===== src/rtl/seq_mult_pkg.sv =====
// Shared types and helpers for the sequential shift-and-add multiplier.
package seq_mult_pkg;

  typedef enum logic [1:0] {
    StIdle = 2'd0,
    StCalc = 2'd1,
    StFin  = 2'd2
  } state_e;

  // Step counter must reach WIDTH, so it needs clog2(WIDTH+1) bits.
  function automatic int unsigned cnt_w(input int unsigned width);
    return $clog2(width + 1);
  endfunction

endpackage


===== src/rtl/seq_mult_absval.sv =====
// Conditional two's-complement negate; yields the unsigned magnitude of a signed value
// when i_neg is set, or the raw value otherwise.
module seq_mult_absval #(
  parameter int unsigned WIDTH = 16
) (
  input  logic [WIDTH-1:0] i_val,
  input  logic             i_neg,
  output logic [WIDTH-1:0] o_val
);

  assign o_val = i_neg ? (~i_val + {{(WIDTH-1){1'b0}}, 1'b1}) : i_val;

endmodule


===== src/rtl/seq_mult_param.sv =====
// Parametrised sequential shift-and-add multiplier, one partial product per clock,
// with optional signed operation handled by magnitude multiply plus sign fixup.
module seq_mult_param
  import seq_mult_pkg::*;
#(
  parameter int unsigned WIDTH     = 16,
  parameter int unsigned SIGNED_EN = 1
) (
  input  logic               clk,
  input  logic               rst_n,
  input  logic               start,
  input  logic               is_signed,
  input  logic [WIDTH-1:0]   ain,
  input  logic [WIDTH-1:0]   bin,
  output logic               in_ready,
  output logic               busy,
  output logic [2*WIDTH-1:0] yout,
  output logic               done
);

  localparam int unsigned CntW = cnt_w(WIDTH);

  state_e             r_state;
  logic [WIDTH-1:0]   r_a;
  logic [WIDTH-1:0]   r_b;
  logic [WIDTH-1:0]   r_acc;
  logic               r_neg;
  logic [CntW-1:0]    r_cnt;
  logic [2*WIDTH-1:0] r_yout;
  logic               r_done;
  logic               r_busy;
  logic               r_in_ready;

  logic               w_sgn;
  logic               w_neg_a;
  logic               w_neg_b;
  logic [WIDTH-1:0]   w_mag_a;
  logic [WIDTH-1:0]   w_mag_b;
  logic [WIDTH:0]     w_sum;
  logic [2*WIDTH-1:0] w_prod;
  logic               w_last;

  assign w_sgn   = is_signed & (SIGNED_EN != 0);
  assign w_neg_a = w_sgn & ain[WIDTH-1];
  assign w_neg_b = w_sgn & bin[WIDTH-1];

  seq_mult_absval #(
    .WIDTH (WIDTH)
  ) u_abs_a (
    .i_val (ain),
    .i_neg (w_neg_a),
    .o_val (w_mag_a)
  );

  seq_mult_absval #(
    .WIDTH (WIDTH)
  ) u_abs_b (
    .i_val (bin),
    .i_neg (w_neg_b),
    .o_val (w_mag_b)
  );

  // Final {acc, multiplier} holds the unsigned product; negate when signs differ.
  seq_mult_absval #(
    .WIDTH (2 * WIDTH)
  ) u_fixup (
    .i_val ({r_acc, r_b}),
    .i_neg (r_neg),
    .o_val (w_prod)
  );

  // Carry lands in w_sum[WIDTH] and is shifted back into the accumulator MSB.
  assign w_sum  = {1'b0, r_acc} + (r_b[0] ? {1'b0, r_a} : {(WIDTH+1){1'b0}});
  assign w_last = (r_cnt == CntW'(WIDTH - 1));

  always_ff @(posedge clk or negedge rst_n) begin
    if (!rst_n) begin
      r_state    <= StIdle;
      r_a        <= '0;
      r_b        <= '0;
      r_acc      <= '0;
      r_neg      <= 1'b0;
      r_cnt      <= '0;
      r_yout     <= '0;
      r_done     <= 1'b0;
      r_busy     <= 1'b0;
      r_in_ready <= 1'b1;
    end else begin
      r_done <= 1'b0;
      unique case (r_state)
        StIdle: begin
          if (start) begin
            r_a        <= w_mag_a;
            r_b        <= w_mag_b;
            r_neg      <= w_neg_a ^ w_neg_b;
            r_acc      <= '0;
            r_cnt      <= '0;
            r_busy     <= 1'b1;
            r_in_ready <= 1'b0;
            r_state    <= StCalc;
          end
        end
        StCalc: begin
          r_acc <= w_sum[WIDTH:1];
          r_b   <= {w_sum[0], r_b[WIDTH-1:1]};
          r_cnt <= r_cnt + 1'b1;
          if (w_last) begin
            r_state <= StFin;
          end
        end
        StFin: begin
          r_yout     <= w_prod;
          r_done     <= 1'b1;
          r_busy     <= 1'b0;
          r_in_ready <= 1'b1;
          r_state    <= StIdle;
        end
        default: begin
          r_busy     <= 1'b0;
          r_in_ready <= 1'b1;
          r_state    <= StIdle;
        end
      endcase
    end
  end

  assign in_ready = r_in_ready;
  assign busy     = r_busy;
  assign yout     = r_yout;
  assign done     = r_done;

endmodule


===== config.mk =====
export PLATFORM = sky130hd
export DESIGN_NAME = seq_mult_param
export DESIGN_NICKNAME = d
export VERILOG_FILES = /design/src/rtl/seq_mult_pkg.sv /design/src/rtl/seq_mult_absval.sv /design/src/rtl/seq_mult_param.sv
export SDC_FILE = /design/constraint.sdc
export NUM_CORES = 1
export LEC_CHECK = 0
export ABC_AREA = 1
export CAP_MARGIN = 40
export CORE_AREA = 4 4 115 117
export CTS_BUF_LIST = sky130_fd_sc_hd__clkbuf_2
export CTS_CLUSTER_DIAMETER = 120
export CTS_CLUSTER_SIZE = 12
export DETAILED_ROUTE_END_ITERATION = 10
export DIE_AREA = 0 0 119 121
export DONT_BUFFER_PORTS = 1
export PLACE_DENSITY_LB_ADDON = 0.12
export SLEW_MARGIN = 20
export SYNTH_ARGS = -nofsm -noshare
export SYNTH_HDL_FRONTEND = slang
export SYNTH_SLANG_ARGS = --single-unit

===== constraint.sdc =====
create_clock -name clk -period 3.84 [get_ports clk]
set_clock_uncertainty 0.05 [all_clocks]
set_input_delay 0.576 -clock clk [delete_from_list [all_inputs] [get_ports clk]]
set_output_delay 0.576 -clock clk [all_outputs]
set_load 0.005 [all_outputs]

==> impl_metrics.tcl, run 1 <==
set metrics [dict create \
    status "completed" \
    synth_area_um2 6040 \
    diodes 0 \
    top_layer "met4" \
    drv_slew 0 \
    drv_cap 0 \
    io_pins 71 \
    power.density_nw_per_um2 749.8 \
    synth_edf_count 0 \
    cts_tree "yes" \
    place_area_um2 6160 \
    met3_length_um 919 \
    worstMarginPinSlew_ns 0.6805 \
    ys.flop_type "dfrtp_1" \
    root_buffer "clkbuf_2" \
    grt_max_degree 92 \
    grt_pass1_vias 5159 \
    cts.sink_count 91 \
    synthesis.nets 902 \
    rsz0062_at_grt "no" \
    cts.htree.levels 3 \
    grt-ovfl-total 0 \
    yosys.area.top_type "dfrtp_1" \
    drtIter0Drc 397 \
    cts_max_path_buffers 2 \
    pre_cts_slack_ns 1.408 \
    ys_warn_count 0 \
    dp.final_hpwl_um 11740 \
    whs_ns 0.04709 \
    crit_top_cell "nand2_1" \
    worstHoldStart "ain[15]" \
    dr.pass1.iters 5 \
    postSynthCellCount 844 \
    die_y_um 121 \
    cp-end-kind "flip-flop" \
    rr_startpoint "r_b[0]$_DFFE_PN0P_" \
    synth_area_per_cell_um2 7.156 \
    crit_arrival_ns 2.90 \
    hp-class "primary input to flip-flop" \
    ys_seq_elements 91 \
    netlist_top_cells_area "dfrtp_1 37%, nand2_1 15%, nand3_1 6.5%" \
    grt_pass1_wl_um 25470 \
    wl_met2_um 6728 \
    total_power_mw 4.732 \
    synth.distinct_cells 44 \
    area_growth_pct 4.496 \
    ys_seq_area_frac 0.3773 \
    maxSlewHeadroom 0.5463 \
    die_area_um2 14400 \
    post_cts_buffers 0 \
    ir_drop_mv 0.2810 \
    grt.total_usage 0.2201 \
    synth_top_area_share 0.3729 \
    port-buffer-count 0 \
    wl_per_cell_um 14.98 \
    start_util 0.4885 \
    vias 5416 \
    critical-path-max-stage-delay_ns 0.72 \
    cts_made_buffers 9 \
    design_area_um2 6311 \
    clk_latency_ns 0.60 \
    async_flop_share 1.000 \
    fin_nets 894 \
    m1WireLength_um 7277 \
    crit_chain "nand2_1, inv_1, ha_1, inv_1, fa_1, inv_1, nand3_1, nand2_1, nand2_1, nand2_1, nand3_1, nand2_1, nand2_1, nand3_1, nand2_1" \
    die_x_um 119 \
    crit_path_max_fanout 17 \
    fin_ws_ns 1.403 \
    period_minus_slack_ns 2.437 \
    ant_nets 0 \
    wl_um 15180 \
    cpMaxStageDelayCell "dfrtp_1" \
    period_share 0.6347 \
    cp-startpoint "r_b[0]$_DFFE_PN0P_" \
    hold_viol_final 0 \
    synth_most_common_cell "nand2_1" \
    fin_setup_tns_ns 0 \
    synth_common_cells "249 x nand2_1, 92 x inv_1, 90 x dfrtp_1, 79 x nand3_1, 74 x o21ai_0" \
    clkTransAtPathRegs_ns 0.25 \
    path_class "flip-flop to flip-flop" \
    fmax_mhz 410.3 \
    p_leak_nw 3.170 \
    fin_cells 1013 \
    via_per_inst 5.346 \
    numPlacedInstances 995 \
    fp.coreArea_um2 12360 \
    start_kind "flip-flop" \
    gp_congestion 0.8486 \
    antenna_found_initial 0 \
    finalSetupViolations 0 \
    final_core_util 0.5105 \
    drive_above_1_share 0.06183 \
    cp.required_ns 4.30 \
    row_count 41 \
    route.detailed.drc 0 \
]
power by group:
group / internal [mW] / leakage (nW) / switching [mW]
Clock: 0.153 / 0.0699 / 0.343
Combinational: 0.884 / 2.03 / 1.57
Sequential: 1.33 / 1.07 / 0.449
Total: 2.37 / 3.17 / 2.36
timing repair:
item                                   CTS  global route
gates resized for setup                  0             0
endpoints found under the hold margin   91             0
hold buffers                             2             0
critical path: cells and delay by family, from the launching register on:
| family | cells | cell delay (ns) |
|---|---|---|
| DFF | 1 | 0.72 |
| buffers and inverters | 3 | 0.21 |
| adders and majority gates | 2 | 0.55 |
| and+or+nand+nor | 10 | 0.86 |
layout by cell type (no fill, tap or decap), types with 20 or more instances in the layout:
| cell type | synthesis | routed |
|---|---|---|
| ha_1 | 21 | 21 |
| dfrtp_1 | 90 | 90 |
| nand3_1 | 79 | 79 |
| inv_1 | 92 | 92 |
| nand2_1 | 249 | 249 |
| o21ai_0 | 74 | 74 |
| nand4_1 | 20 | 20 |
| a21oi_1 | 27 | 27 |
| xor2_1 | 24 | 24 |
| nor2_1 | 55 | 55 |
layer usage:
layer,track usage,vias up
li1,-,2752
met1,0.3111,2468
met2,0.3437,176
met3,0.03590,20
met4,0.07676,0
met5,0,-
flip-flops by register name, indices dropped and copies added (netlist names):
| name | cells |
|---|---|
| r_neg | 1 |
| done | 1 |
| r_state | 2 |
| in_ready | 1 |
| r_cnt | 5 |
| busy | 1 |
| r_a | 16 |
| r_b | 16 |
| r_acc | 16 |
| yout | 32 |
area by class of cell:
type                       count  area (um2)
clock buffer                  10       50.05
clock inverter                 6       63.81
fill                        1236        6052
inverter                     100       377.9
multi-input combinational    629        3258
sequential                    91        2278
tap                          172       215.2
timing repair buffer           5       67.56
cell families (layout without fill, tap and decap cells):
family,Yosys count,in the layout,share of synthesized area
buffers and inverters,124,121,0.08328
DFF,91,91,0.3773
and+or+nand+nor,434,434,0.3130
adders and majority gates,22,22,0.04682
xor gates and xnor gates,29,29,0.04205
AOI/OAI and AO/OA,144,144,0.1376
worst paths after layout:
| check | slack, ns | cells after the start | endpoint |
|---|---|---|---|
| worst min-delay path | 0.05 | 2 | r_a[15]$_DFFE_PN0P_ |
| max in group asynchronous | 2.88 | 2 | yout[11]$_DFFE_PN0P_ |
| worst max-delay path | 1.40 | 15 | r_acc[9]$_DFFE_PN0P_ |
| min in group asynchronous | 0.46 | 2 | yout[6]$_DFFE_PN0P_ |
| worst min register to register | 0.46 | 2 | r_a[7]$_DFFE_PN0P_ |
| worst max register to register | 1.40 | 15 | r_acc[9]$_DFFE_PN0P_ |
No activity file was read; power rests on OpenSTA's default activity.
==> inputs of run 2 (changes only) <==
==> constraint.sdc (replaced) <==
create_clock -name clk -period 2.27 [get_ports clk]
set_clock_uncertainty 0.05 [all_clocks]
set_input_delay 0.3405 -clock clk [delete_from_list [all_inputs] [get_ports clk]]
set_output_delay 0.3405 -clock clk [all_outputs]
set_load 0.005 [all_outputs]
==> impl_metrics.tcl, run 2 (synthesis gave the netlist of run 1 again) <==
set metrics [dict create \
    drive_above_1_share 0.07469 \
    rr_startpoint "r_state[1]$_DFFE_PN0P_" \
    route.detailed.drc 0 \
    hold_viol_final 0 \
    die_area_um2 14400 \
    die_y_um 121 \
    wl_um 15860 \
    cp.required_ns 2.72 \
    fp.coreArea_um2 12360 \
    vias 5620 \
    antenna_found_initial 1 \
    io_pins 71 \
    grt_pass1_vias 5519 \
    layout_commonest_cell "nand2_1" \
    status "completed" \
    cts.sink_count 91 \
    cts_tree "yes" \
    ant_nets 0 \
    drv_cap 0 \
    design_area_um2 6865 \
    final-seq-area_um2 2278 \
    hold_depth 4 \
    grt-ovfl-total 0 \
    largest_reg_flops 32 \
    finalSetupViolations 0 \
    root_buffer "clkbuf_2" \
    cp-end-kind "flip-flop" \
    via_per_inst 5.252 \
    period_minus_slack_ns 2.250 \
    fin_setup_tns_ns 0 \
    cts_max_path_buffers 2 \
    place_area_um2 6205 \
    crit_arrival_ns 2.70 \
    final.fill_count 1189 \
    whs_endpoint "r_b[13]$_DFFE_PN0P_" \
    p_leak_nw 3.390 \
    area_growth_pct 13.67 \
    port-buffer-count 0 \
    ir_drop_mv 0.5837 \
    clkTransAtPathRegs_ns 0.25 \
    final_cell_mix "247 x nand2_1, 91 x inv_1, 90 x dfrtp_1" \
    rsz0062_at_grt "no" \
    reg2reg_to "r_b[7]$_DFFE_PN0P_" \
    dp.final_hpwl_um 11700 \
    r2r_setup_slack_ns 0.10 \
    multi_input_area_um2 3279 \
    fin_nets 950 \
    power.density_nw_per_um2 1197 \
    drv_slew 0 \
    start_util 0.4885 \
    maxSlewHeadroom 0.5458 \
    grt.total_usage 0.2275 \
    start_kind "primary input" \
    fmax_mhz 444.4 \
    die_x_um 119 \
    wl_per_cell_um 14.82 \
    hp-class "primary input to flip-flop" \
    cts_made_buffers 9 \
    clk_latency_ns 0.59 \
    row_count 41 \
    r2r_cells 8 \
    period_share 0.9912 \
    drtIter0Drc 350 \
    crit_path_max_fanout 4 \
    path_class "primary input to flip-flop" \
    grt_max_degree 92 \
    worstHoldStart "bin[11]" \
    worstMarginPinSlew_ns 0.6803 \
    cts.htree.levels 3 \
    gp_congestion 0.9321 \
    dr.pass1.iters 5 \
    grt_pass1_wl_um 26590 \
]
[run 2: changes by cell type in the layout (fill, tap and decap cells not counted), moves of 2 or more]
cell,change
nand2_1,-2
dlygate4sd3_1,+48
nand2_2,+2
buf_4,+8
[run 2: layer usage]
layer  global-route usage  vias to the layer above  share of wire
li1                     -                     2865              -
met1               0.3131                     2590           0.48
met2               0.3645                      147           0.45
met3              0.04242                       18          0.059
met4              0.07169                        0          0.015
met5                    0                        -              0
[run 2: area by class of cell]
class	count	share of cell area
Sequential cell	91	0.3319
Timing Repair Buffer	61	0.08803
Tap cell	172	0.03135
Clock buffer	11	0.008019
Clock inverter	5	0.007654
Antenna cell	1	0.0003645
Inverter	100	0.05504
Multi-Input combinational cell	629	0.4777
[run 2: repair_timing]
item	in CTS	in global routing
hold endpoints to repair	123	0
hold buffers	50	0
buffers inserted	0	1
resized for setup	0	8
endpoints found under the setup margin	0	10
[run 2: worst max-delay path by stage]
stage,startpoint,endpoint,slack (ns)
CTS,r_state[1]$_DFFE_PN0P_,r_b[7]$_DFFE_PN0P_,0.07
global route,ain[15],r_a[14]$_DFFE_PN0P_,0.0002
floorplan,r_b[0]$_DFFE_PN0P_,r_acc[9]$_DFFE_PN0P_,0.05
finish,bin[3],r_b[7]$_DFFE_PN0P_,0.02
detailed placement,r_b[0]$_DFFE_PN0P_,r_acc[9]$_DFFE_PN0P_,0.18
global placement,r_b[0]$_DFFE_PN0P_,r_acc[14]$_DFFE_PN0P_,0.23
[run 2: worst max-delay path, cell delays in order]
cell and delay (ns):
dlygate4sd3_1 0.58, nor2_1 0.12, nand4_1 0.16, inv_2 0.12, nand2_1 0.07, a21oi_1 0.14, dlygate4sd3_1 0.56, o21ai_0 0.06
dlygate4sd3_1 0.56
[run 2: metrics by stage]
stage | setup slack [ns] | cells | hold slack [ns] | total power, mW | util
after floorplan | 0.04519 | 844 | -0.005091 | 6.109 | -
after global placement | 0.2273 | 1002 | -0.002700 | 7.129 | 0.5019
after detailed placement | 0.1838 | 1002 | -0.002560 | 7.210 | 0.5019
after CTS | 0.06827 | 1068 | 0.01976 | 8.203 | 0.5525
after global routing | 0.0001721 | 1070 | 0.03700 | 9.090 | 0.5553
final | 0.01990 | 1070 | 0.06262 | 8.216 | 0.5553
[run 2: where the power goes]
group	leakage (nW)	internal, mW	switching [mW]
sequential	1.07	2.26	0.645
combinational	2.25	1.66	2.82
clock	0.0737	0.261	0.573
